### src/rtl/matrix_operand_loader.sv
// Streams an NxN pair of signed element matrices (N = 2..DIM_MAX) into row-major
// DIM_MAX x DIM_MAX flat operand buses, zero-filled outside the NxN region, with a valid/ack handoff.
module matrix_operand_loader #(
    parameter int ELEM_W  = 8,
    parameter int DIM_MAX = 5
) (
    input  logic                                clk,
    input  logic                                rst_n,
    input  logic                                clear,
    input  logic [2:0]                          mat_size,
    input  logic                                in_valid,
    output logic                                in_ready,
    input  logic [ELEM_W-1:0]                   in_a,
    input  logic [ELEM_W-1:0]                   in_b,
    output logic [DIM_MAX*DIM_MAX*ELEM_W-1:0]   A_flat,
    output logic [DIM_MAX*DIM_MAX*ELEM_W-1:0]   B_flat,
    output logic                                operands_valid,
    input  logic                                operands_ack,
    output logic [4:0]                          elem_count,
    output logic                                size_error
);

    localparam int          BUS_W     = DIM_MAX * DIM_MAX * ELEM_W;
    localparam logic [2:0]  DIM_MAX_L = 3'(DIM_MAX);
    localparam logic [4:0]  ROW_STRIDE = 5'(DIM_MAX);

    typedef enum logic [1:0] {
        ST_LOAD = 2'd0,
        ST_FULL = 2'd1,
        ST_ERR  = 2'd2
    } state_t;

    state_t             state_q, state_d;
    logic               in_ready_q, in_ready_d;
    logic               valid_q, valid_d;
    logic [2:0]         n_q, n_d;
    logic [2:0]         row_q, row_d;
    logic [2:0]         col_q, col_d;
    logic [4:0]         count_q, count_d;
    logic               size_err_q, size_err_d;
    logic [BUS_W-1:0]   a_q, a_d;
    logic [BUS_W-1:0]   b_q, b_d;

    logic               beat_s;
    logic               first_s;
    logic [2:0]         n_eff_s;
    logic               size_ok_s;
    logic [5:0]         total_s;
    logic [5:0]         count_inc_s;
    logic               last_s;
    logic [4:0]         idx_s;

    // The dimension is only taken from mat_size on the first beat of a load.
    assign beat_s      = in_valid & in_ready_q;
    assign first_s     = (count_q == 5'd0);
    assign n_eff_s     = first_s ? mat_size : n_q;
    assign size_ok_s   = (n_eff_s >= 3'd2) && (n_eff_s <= DIM_MAX_L);
    assign total_s     = {3'b000, n_eff_s} * {3'b000, n_eff_s};
    assign count_inc_s = {1'b0, count_q} + 6'd1;
    assign last_s      = (count_inc_s == total_s);
    assign idx_s       = ({2'b00, row_q} * ROW_STRIDE) + {2'b00, col_q};

    // State register plus registered handshake outputs.
    always_ff @(posedge clk or negedge rst_n) begin
        if (!rst_n) begin
            state_q    <= ST_LOAD;
            in_ready_q <= 1'b0;
            valid_q    <= 1'b0;
        end else begin
            state_q    <= state_d;
            in_ready_q <= in_ready_d;
            valid_q    <= valid_d;
        end
    end

    // Next-state logic; clear outranks any beat or ack in the same cycle.
    always_comb begin
        state_d = state_q;
        if (clear) begin
            state_d = ST_LOAD;
        end else begin
            case (state_q)
                ST_LOAD: begin
                    if (beat_s && first_s && !size_ok_s) begin
                        state_d = ST_ERR;
                    end else if (beat_s && last_s) begin
                        state_d = ST_FULL;
                    end else begin
                        state_d = ST_LOAD;
                    end
                end
                ST_FULL: begin
                    if (operands_ack) begin
                        state_d = ST_LOAD;
                    end else begin
                        state_d = ST_FULL;
                    end
                end
                ST_ERR:  state_d = ST_ERR;
                default: state_d = ST_LOAD;
            endcase
        end
    end

    // Handshake outputs follow the state being entered, so they are registered with it.
    always_comb begin
        in_ready_d = 1'b0;
        valid_d    = 1'b0;
        case (state_d)
            ST_LOAD: in_ready_d = 1'b1;
            ST_FULL: valid_d    = 1'b1;
            ST_ERR:  in_ready_d = 1'b0;
            default: in_ready_d = 1'b0;
        endcase
    end

    // Datapath next values: position tracking, bus writes and the sticky size error.
    always_comb begin
        n_d        = n_q;
        row_d      = row_q;
        col_d      = col_q;
        count_d    = count_q;
        size_err_d = size_err_q;
        a_d        = a_q;
        b_d        = b_q;
        if (clear) begin
            row_d      = 3'd0;
            col_d      = 3'd0;
            count_d    = 5'd0;
            size_err_d = 1'b0;
        end else if ((state_q == ST_FULL) && operands_ack) begin
            row_d   = 3'd0;
            col_d   = 3'd0;
            count_d = 5'd0;
        end else if ((state_q == ST_LOAD) && beat_s) begin
            if (first_s && !size_ok_s) begin
                size_err_d = 1'b1;
            end else begin
                n_d = n_eff_s;
                // Wiping on the first beat keeps stale results out of the unused positions.
                if (first_s) begin
                    a_d = '0;
                    b_d = '0;
                end else begin
                    a_d = a_q;
                end
                a_d[int'(idx_s)*ELEM_W +: ELEM_W] = in_a;
                b_d[int'(idx_s)*ELEM_W +: ELEM_W] = in_b;
                if (col_q == (n_eff_s - 3'd1)) begin
                    col_d = 3'd0;
                    row_d = row_q + 3'd1;
                end else begin
                    col_d = col_q + 3'd1;
                end
                count_d = count_inc_s[4:0];
            end
        end else begin
            count_d = count_q;
        end
    end

    // Datapath registers.
    always_ff @(posedge clk or negedge rst_n) begin
        if (!rst_n) begin
            n_q        <= 3'd0;
            row_q      <= 3'd0;
            col_q      <= 3'd0;
            count_q    <= 5'd0;
            size_err_q <= 1'b0;
            a_q        <= '0;
            b_q        <= '0;
        end else begin
            n_q        <= n_d;
            row_q      <= row_d;
            col_q      <= col_d;
            count_q    <= count_d;
            size_err_q <= size_err_d;
            a_q        <= a_d;
            b_q        <= b_d;
        end
    end

    assign in_ready       = in_ready_q;
    assign operands_valid = valid_q;
    assign A_flat         = a_q;
    assign B_flat         = b_q;
    assign elem_count     = count_q;
    assign size_error     = size_err_q;

endmodule

### config.mk
export PLATFORM = sky130hd
export DESIGN_NAME = matrix_operand_loader
export DESIGN_NICKNAME = d
export VERILOG_FILES = /design/src/rtl/matrix_operand_loader.sv
export SDC_FILE = /design/constraint.sdc
export NUM_CORES = 1
export LEC_CHECK = 0
export BUFFER_PORTS_ARGS = -buffer_cell sky130_fd_sc_hd__buf_2
export CAP_MARGIN = 25
export CORE_MARGIN = 4
export CORE_UTILIZATION = 40
export DETAILED_ROUTE_END_ITERATION = 8
export GPL_TIMING_DRIVEN = 0
export PLACE_DENSITY_LB_ADDON = 0.15
export SLEW_MARGIN = 20
export SYNTH_ARGS = -nofsm -noshare
export SYNTH_HDL_FRONTEND = slang
export SYNTH_SLANG_ARGS = --single-unit
### constraint.sdc
create_clock -name clk -period 4.65 [get_ports clk]
set_input_delay 0.2325 -clock clk [delete_from_list [all_inputs] [get_ports clk]]
set_output_delay 0.2325 -clock clk [all_outputs]
set_load 0.05 [all_outputs]
Yosys cells after proc, flatten, opt, wreduce, memory -nomap -nowiden. Cells that the tools add are included.

Multipliers: 2. Reductions and logical operators: 19. Shifts and indexed selects: 3. $lt $le $gt $ge: 2. Add/sub/neg operators: 6. Eq/ne operators: 7. Bitwise operators: 4. Mux-type cells: 38.

Operators with widths (number): two-way mux 200 bit (10); bitwise mux 200 bit (2); indexed part select 8 x 33 -> 200 bit (2); variable shift 8 x 33 -> 200 bit (first input constant) (1); two-way mux 3 bit (11); negation 8 -> 33 bit (1); two-way mux 5 bit (4); two-way mux 1 bit (8); logical AND 1 bit (7); adder 3 x 1 -> 3 bit (second input constant) (2); adder 5 x 1 -> 6 bit (second input constant) (1); == test 6 bit (1); multiplier 3 x 3 -> 6 bit (1); one-hot mux 2 bit (3 select lines) (1); AND reduction 3 bit (2); nonzero test 3 bit (2); adder 5 x 3 -> 5 bit (1); logical NOT 5 bit (1); multiplier 3 x 3 -> 5 bit (second input constant) (1); == test 2 x 1 -> 1 bit (second input constant) (2); logical NOT 2 bit (2); two-way mux 2 bit (2); AND reduction 4 bit (1); nonzero test 2 bit (2); other kinds (11) (13).

Word-level logic and storage cells: 91. Bits in registers: 419. Bits of input ports: 24.

Longest topological paths before layout. Gate-level depths: netlist of the first run.

Depth after elaboration: 11. Gate-level depth with buffers: 15. Gate-level depth less buffers: 12.

Least setup slack after synthesis of the first run. Ideal clock, no wire load.

Path type: reg2reg. Start: register row_q[0]. End: register a_q[72] (netlist: A_flat[72]). Data required time: 4.528 ns. Setup time: 0.122 ns. Path slack: 0.755 ns. Buffers on the path: 2. Cell stages (with the launch flop): 14. Arrival time: 3.774 ns. Path through: dfrtp_1 ha_1 ha_1 fa_1 xnor2_1 and3b_1 ha_1 nor2b_1 nand4_1 o32a_1 or3_1 clkbuf_1 buf_2 a32o_1.

Word-level cells in the longest chain between the ends: 5. Elaborated cells on any way between the ends: 6.

RTL lines: start: declaration (line 37) `logic [2:0] row_q, row_d;`; start signal: assignment (line 174) `row_q <= row_d;`; multiplier 3 x 3 -> 5 bit (*) (line 61) `assign idx_s = ({2'b00, row_q} * ROW_STRIDE) + {2'b00, col_q};`; adder 5 x 3 -> 5 bit (*) (line 61); negation 8 -> 33 bit (*) (line 147) `a_d[int'(idx_s)*ELEM_W +: ELEM_W] = in_a;`; indexed part select 8 x 33 -> 200 bit or variable shift 8 x 33 -> 200 bit (tied branches) (line 147); bitwise mux 200 bit (*) (line 147); end signal: assignment (line 170) `a_q <= '0;`; end signal: assignment (line 178) `a_q <= a_d;`; end: declaration (line 41) `logic [BUS_W-1:0] a_q, a_d;`.

Every way passes the cells marked *; elsewhere a longest branch is shown, timed or not. A chain may end at the register's enable or synchronous reset.

Final worst setup path of the first run.
Start: register row_q[0]. End: register b_q[128] (netlist: B_flat[128]).

Word-level cells in the longest chain between the ends: 5. Elaborated cells on any way between the ends: 6.

RTL lines: multiplier 3 x 3 -> 5 bit (*) (line 61); adder 5 x 3 -> 5 bit (*) (line 61); negation 8 -> 33 bit (*) (line 148) `b_d[int'(idx_s)*ELEM_W +: ELEM_W] = in_b;`; indexed part select 8 x 33 -> 200 bit or variable shift 8 x 33 -> 200 bit (tied branches) (line 148); bitwise mux 200 bit (*) (line 148); end signal: assignment (line 171) `b_q <= '0;`; end signal: assignment (line 179) `b_q <= b_d;`; end: declaration (line 42) `logic [BUS_W-1:0] b_q, b_d;`.

Marked as above.

==> impl_metrics.py, run 1 <==
metrics = {
    "finish": {
        "fill_cells": 3980,
        "layout.nets": 1930,
        "diodes": 0,
        "final_common_cell": "buf_2",
        "final_core_util_pct": 51.5,
        "layout_common_cells": "buf_2 (469), dfrtp_1 (419), nand2_1 (217)",
        "layout-drive-gt1-share_pct": 31.6,
        "syn2layout_area_growth_pct": 26.6,
    },
    "timing": {
        "finalMaxSlewViolations": 0,
        "fin_crit_sh_pct": 95.9,
        "setup_viol_count_final": 0,
        "finalSetupTns_ns": 0,
        "min_period_ns": 4.46,
        "rsz0062_at_grt": "false",
        "worst_slew_margin_rel_pct": 39.4,
        "fin_worst_skew_ns": 0.0223,
        "hold_violations": 0,
        "tightest_slew_ns": 0.909,
        "fin_ws_ns": 0.191,
        "timing.fmax_ghz": 0.224,
    },
    "global_route": {
        "grt_max_degree": 101,
        "grt_pass1_wl_mm": 89.5,
        "antenna_found_initial": 0,
        "globalRouteOverflowTotal": 0,
        "grt_pass1_vias": 13800,
        "grt_usage_pct": 24.8,
    },
    "clock_tree": {
        "cts_max_path_buffers": 3,
        "insertion_delay_ns": 0.58,
        "root_buffer": "clkbuf_16",
        "clkTransAtPathRegs_ns": 0.07,
        "htree_num_levels": 2,
        "clock-sinks": 419,
        "cts_made_buffers": 45,
        "cts_tree": "done",
    },
    "run": {
        "drv_cap": 0,
    },
    "synth": {
        "synth_edf_count": 0,
        "synth_cells": 1392,
        "synth_nets": 1437,
        "yosys_warnings": 0,
        "syn_avg_cell_area_um2": 12.6,
        "yosysUniqueCellTypes": 56,
        "synthArstFlopShare_pct": 100,
        "ys_ff_latch": 419,
        "synth-main-ff-cell": "dfrtp_1",
        "yosysSeqAreaShare_pct": 59.8,
        "syn-cell-area_um2": 17500,
    },
    "die": {
        "die_x_um": 217,
        "dieArea_um2": 47300,
        "start_util_pct": 40.6,
        "die_h_um": 217,
        "design.core.area_um2": 43200,
        "fp-row-count": 76,
        "pin_count": 432,
    },
    "pwr": {
        "p_leak_uw": 0.0129,
        "peakVddDrop_v": 0.000248,
        "power.density_nw_per_um2": 424,
    },
    "critical_path": {
        "required_ns": 5.15,
        "path_delay_family": "adder cells",
        "cp_slowest_stage_delay_ns": 0.53,
        "cp_cell_sequence": "ha_1 -> ha_1 -> fa_1 -> xnor2_2 -> and3b_1 -> ha_1 -> nand2b_1 -> buf_2 -> nor4_1 -> o21ai_2 -> clkbuf_2 -> a22o_1",
        "arrival_ns": 4.96,
        "end_kind": "flip-flop",
        "path_class": "flip-flop to flip-flop",
        "cp_slowest_cell": "o21ai_2",
        "cp_max_fo": 10,
        "start_kind": "flip-flop",
        "cpMostUsedCell": "ha_1",
        "cp.buffers_inverters": 2,
    },
    "route": {
        "drc": 0,
        "vias": 13500,
        "wirelength_mm": 59.9,
        "dr.first_iter.drc_count": 1007,
        "ant_nets": 0,
        "drtPass1Iterations": 7,
        "wl_per_cell_um": 23.9,
        "via_per_inst": 5.40,
    },
    "placement": {
        "port_buffers": 431,
        "gp_congestion": 0.879,
        "hpwl_mm": 43.1,
        "post-place-ws_ns": -0.256,
    },
    "hold_path": {
        "hold_path_class": "input port to flip-flop",
    },
    "status": {
        "status": "finished clean",
    },
}
-- power by group --
| part | switching, uW | internal (uW) | leakage (uW) | total [uW] |
|---|---|---|---|---|
| Combinational | 1460 | 516 | 0.00628 | 1970 |
| Clock | 1490 | 2150 | 0.000756 | 3650 |
| Sequential | 67.6 | 3720 | 0.00584 | 3790 |
-- per-layer routing --
metal	routed length (um)	up-vias	global-route usage, %
li1	-	6008	-
met1	25200	6909	32.7
met2	28000	527	40.0
met3	4860	88	7.20
met4	1760	0	7.65
met5	0	-	0
-- layout make-up --
cell class                      instances  area [um^2]  share of cell area (%)
Sequential cell                       419        10500                    47.2
Clock inverter                         16          136                   0.614
Buffer                                127          617                    2.78
Timing Repair Buffer                  446         2390                    10.7
Inverter                               30          113                   0.507
Tap cell                              585          732                    3.30
Multi-Input combinational cell        816         6370                    28.7
Clock buffer                           68         1380                    6.19
-- cell families (layout without fill, tap and decap cells) --
group                    count (synthesis)  count (layout)  share of synthesized area (%)
multiplexers                           196             196                           11.3
flip-flops                             419             419                           59.8
adder cells (fa/ha/maj)                 21              21                           1.54
XOR/XNOR                                19              19                           1.09
AO/OA/AOI/OAI                          249             249                           12.8
AND/OR/NAND/NOR                        331             331                           9.41
buffers and inverters                  157             687                           4.13
-- synthesized netlist by cell type (12+ instances only) --
cell,count,area [um^2]
a22o_1,96,841
a32o_1,112,1120
and2_1,18,113
buf_2,39,195
buf_4,13,97.6
clkbuf_1,70,263
dfrtp_1,419,10500
ha_1,20,250
inv_1,30,113
mux2i_1,195,1950
nand2_1,217,815
nand3_2,12,120
nor2_1,14,52.6
-- what timing repair did --
item,in CTS,in global routing
cloned,0,0
gates resized for setup,3,11
setup buffers,0,0
setup endpoints to repair,48,55
endpoints found under the hold margin,250,0
hold buffers,11,0
-- flip-flops by register name, summed over array words and instances (netlist names) --
| register | flops |
|---|---|
| A_flat | 200 |
| B_flat | 200 |
| elem_count | 5 |
| col_q | 3 |
| n_q | 3 |
| row_q | 3 |
| state_q | 2 |
| in_ready | 1 |
| operands_valid | 1 |
| size_error | 1 |
-- final timing paths --
check | endpoint | cells after the start | from | slack (ns)
min in group asynchronous | A_flat[36] | 2 | rst_n | 0.14
hold reg to reg | n_q[1] | 2 | n_q[1] | 0.49
setup reg to reg | B_flat[128] | 12 | row_q[0] | 0.19
setup / recovery | B_flat[128] | 12 | row_q[0] | 0.19
hold / removal | B_flat[7] | 2 | in_b[7] | 0.02
max in group asynchronous | B_flat[128] | 4 | rst_n | 3.21
-- stage by stage --
step | std cells | area (um^2) | hold WS, ns | total power [uW]
final | 2507 | 22200 | 0.0224 | 9410
after global routing | 2507 | 22200 | 0.0177 | 9820
after CTS | 2507 | 22200 | 0.000234 | 9470
after detailed placement | 2412 | 20600 | 0.138 | 5790
after global placement | 2408 | 20400 | 0.433 | 5760
after floorplan | 1392 | 17500 | -0.0631 | 5150
No activity file was read; power rests on OpenSTA's default activity.
==> run 2: changes to the inputs <==
--- a/config.mk
+++ b/config.mk
@@ -5,11 +5,11 @@
 export SDC_FILE = /design/constraint.sdc
 export NUM_CORES = 1
 export LEC_CHECK = 0
-export BUFFER_PORTS_ARGS = -buffer_cell sky130_fd_sc_hd__buf_2
-export CAP_MARGIN = 25
+export CAP_MARGIN = 0
 export CORE_MARGIN = 4
 export CORE_UTILIZATION = 40
 export DETAILED_ROUTE_END_ITERATION = 8
+export DONT_BUFFER_PORTS = 1
 export GPL_TIMING_DRIVEN = 0
 export PLACE_DENSITY_LB_ADDON = 0.15
 export SLEW_MARGIN = 20
==> impl_metrics.py, run 2 (synthesis results as in run 1) <==
metrics = {
    "status": {
        "status": "finished, violations left",
        "violations": "hold timing, slew limit",
    },
    "route": {
        "dr.first_iter.drc_count": 731,
        "vias": 11900,
        "ant_nets": 0,
        "wirelength_mm": 59.3,
        "drtPass1Iterations": 5,
        "drc": 0,
        "via_per_inst": 5.70,
        "wl_per_cell_um": 28.5,
    },
    "finish": {
        "final_cells": 2081,
        "layout-drive-gt1-share_pct": 11.2,
        "syn2layout_area_growth_pct": 14.3,
        "layout.nets": 1506,
        "final_common_cell": "dfrtp_1",
        "layout_common_cells": "dfrtp_1 (419), nand2_1 (217), mux2i_1 (195)",
    },
    "global_route": {
        "grt_pass1_vias": 12100,
        "antenna_found_initial": 1,
        "globalRouteOverflowTotal": 0,
        "grt_pass1_wl_mm": 86.8,
        "grt_max_degree": 420,
        "grt_usage_pct": 24.4,
    },
    "die": {
        "design.core.area_um2": 43200,
        "start_util_pct": 40.6,
        "dieArea_um2": 47300,
        "fp-row-count": 76,
        "pin_count": 432,
        "die_x_um": 217,
        "die_h_um": 217,
    },
    "clock_tree": {
        "cts_made_buffers": 47,
        "root_buffer": "clkbuf_16",
        "cts_max_path_buffers": 3,
        "htree_num_levels": 2,
        "clkTransAtPathRegs_ns": 0.06,
        "cts_tree": "done",
        "clock-sinks": 419,
        "ctsHoldBuffers": 20,
        "post_cts_buffers": 0,
        "insertion_delay_ns": 0.58,
    },
    "placement": {
        "post-place-ws_ns": -0.388,
        "port_buffers": 0,
        "gp_congestion": 0.864,
        "hpwl_mm": 41.3,
        "place_inst": 1977,
    },
    "timing": {
        "setup_viol_count_final": 0,
        "tightest_slew_ns": 1.69,
        "fin_worst_skew_ns": 0.0301,
        "finalMaxSlewViolations": 131,
        "fin_hold_ws_ns": -0.621,
        "finalSetupTns_ns": 0,
        "rsz0062_at_grt": "false",
        "hold_violations": 419,
        "fin_ws_ns": 0.216,
        "fin_crit_sh_pct": 95.4,
        "min_period_ns": 4.43,
        "timing.fmax_ghz": 0.226,
        "worst_slew_margin_rel_pct": -12.4,
    },
    "critical_path": {
        "end_kind": "flip-flop",
        "start_kind": "flip-flop",
        "arrival_ns": 4.89,
        "crit_start": "row_q[0]",
        "required_ns": 5.11,
        "r2r-start": "row_q[0]",
        "cp_max_fo": 10,
        "path_class": "flip-flop to flip-flop",
    },
    "pwr": {
        "p_leak_uw": 0.0105,
        "power.density_nw_per_um2": 465,
        "peakVddDrop_v": 0.000280,
    },
    "hold_path": {
        "hold_path_class": "input port to asynchronous set/reset pin",
    },
    "run": {
        "drv_cap": 0,
    },
}
-- run 2: cell types whose count changed in the layout (fill, tap and decap cells not counted), sizes merged --
cell and delta:
clkinvlp -1, clkbuf +4, dlygate4sd3 +9, bufinv +1, diode +1, clkinv -6, buf -435, inv +1
-- run 2: metal layers --
metal | vias up | routed length (um) | GRT usage, %
met1 | 6128 | 22800 | 29.5
met2 | 463 | 28000 | 39.3
met4 | 2 | 1590 | 7.48
met5 | - | 12 | 0
met3 | 86 | 6870 | 11.2
li1 | 5180 | - | -
-- run 2: final timing paths --
kind | end | slack, ns | cells after the start
min | A_flat[37] | -0.62 | 0
max in group asynchronous | elem_count[4] | 3.92 | 0
max | A_flat[87] | 0.22 | 15
max reg2reg | A_flat[87] | 0.22 | 15
min reg2reg | n_q[1] | 0.49 | 2
min in group clk | n_q[0] | 0.08 | 2
-- run 2: stage by stage --
stage	util, %	power, uW	cell area, um^2	hold slack (ns)
2_1_floorplan	-	5150	17500	-0.0631
3_3_place_gp	42.3	5630	18300	-0.0536
3_5_place_dp	42.3	5650	18300	-0.0534
4_1_cts	46.3	9380	20000	-0.653
5_1_grt	46.5	9740	20100	-0.644
6_report	46.5	9330	20100	-0.621
-- run 2: critical path, stage by stage, from the launching register on --
cell and delay (ns):
dfrtp_1 0.43, ha_1 0.32, ha_1 0.19, ha_1 0.40
nand3_1 0.15, and3_1 0.18, buf_2 0.18, or2_2 0.29
ha_1 0.35, nor2b_2 0.20, nand4_1 0.11, o32a_1 0.37
or3_1 0.43, clkbuf_1 0.23, buf_2 0.25, a32o_1 0.28
-- run 2: layout make-up --
type | instances | area [um^2]
tap | 585 | 732
antenna | 1 | 2.50
clock inverter | 11 | 141
sequential | 419 | 10500
multi-input combinational | 816 | 6400
buffer | 127 | 617
timing repair buffer | 20 | 200
fill | 4057 | 23100
clock buffer | 72 | 1370
inverter | 30 | 113
-- run 2: report_power, final --
group          switching (uW)  internal (uW)  leakage, uW  total [uW]
Clock                    1480           2190     0.000744        3670
Combinational            1190            471      0.00392        1660
Sequential                272           3720      0.00584        3990
Total                    2950           6380       0.0105        9330
-- run 2: timing repair --
item / CTS / global route
setup endpoints to repair: 60 / 109
endpoints found under the hold margin: 502 / 419
resized for setup: 4 / 15
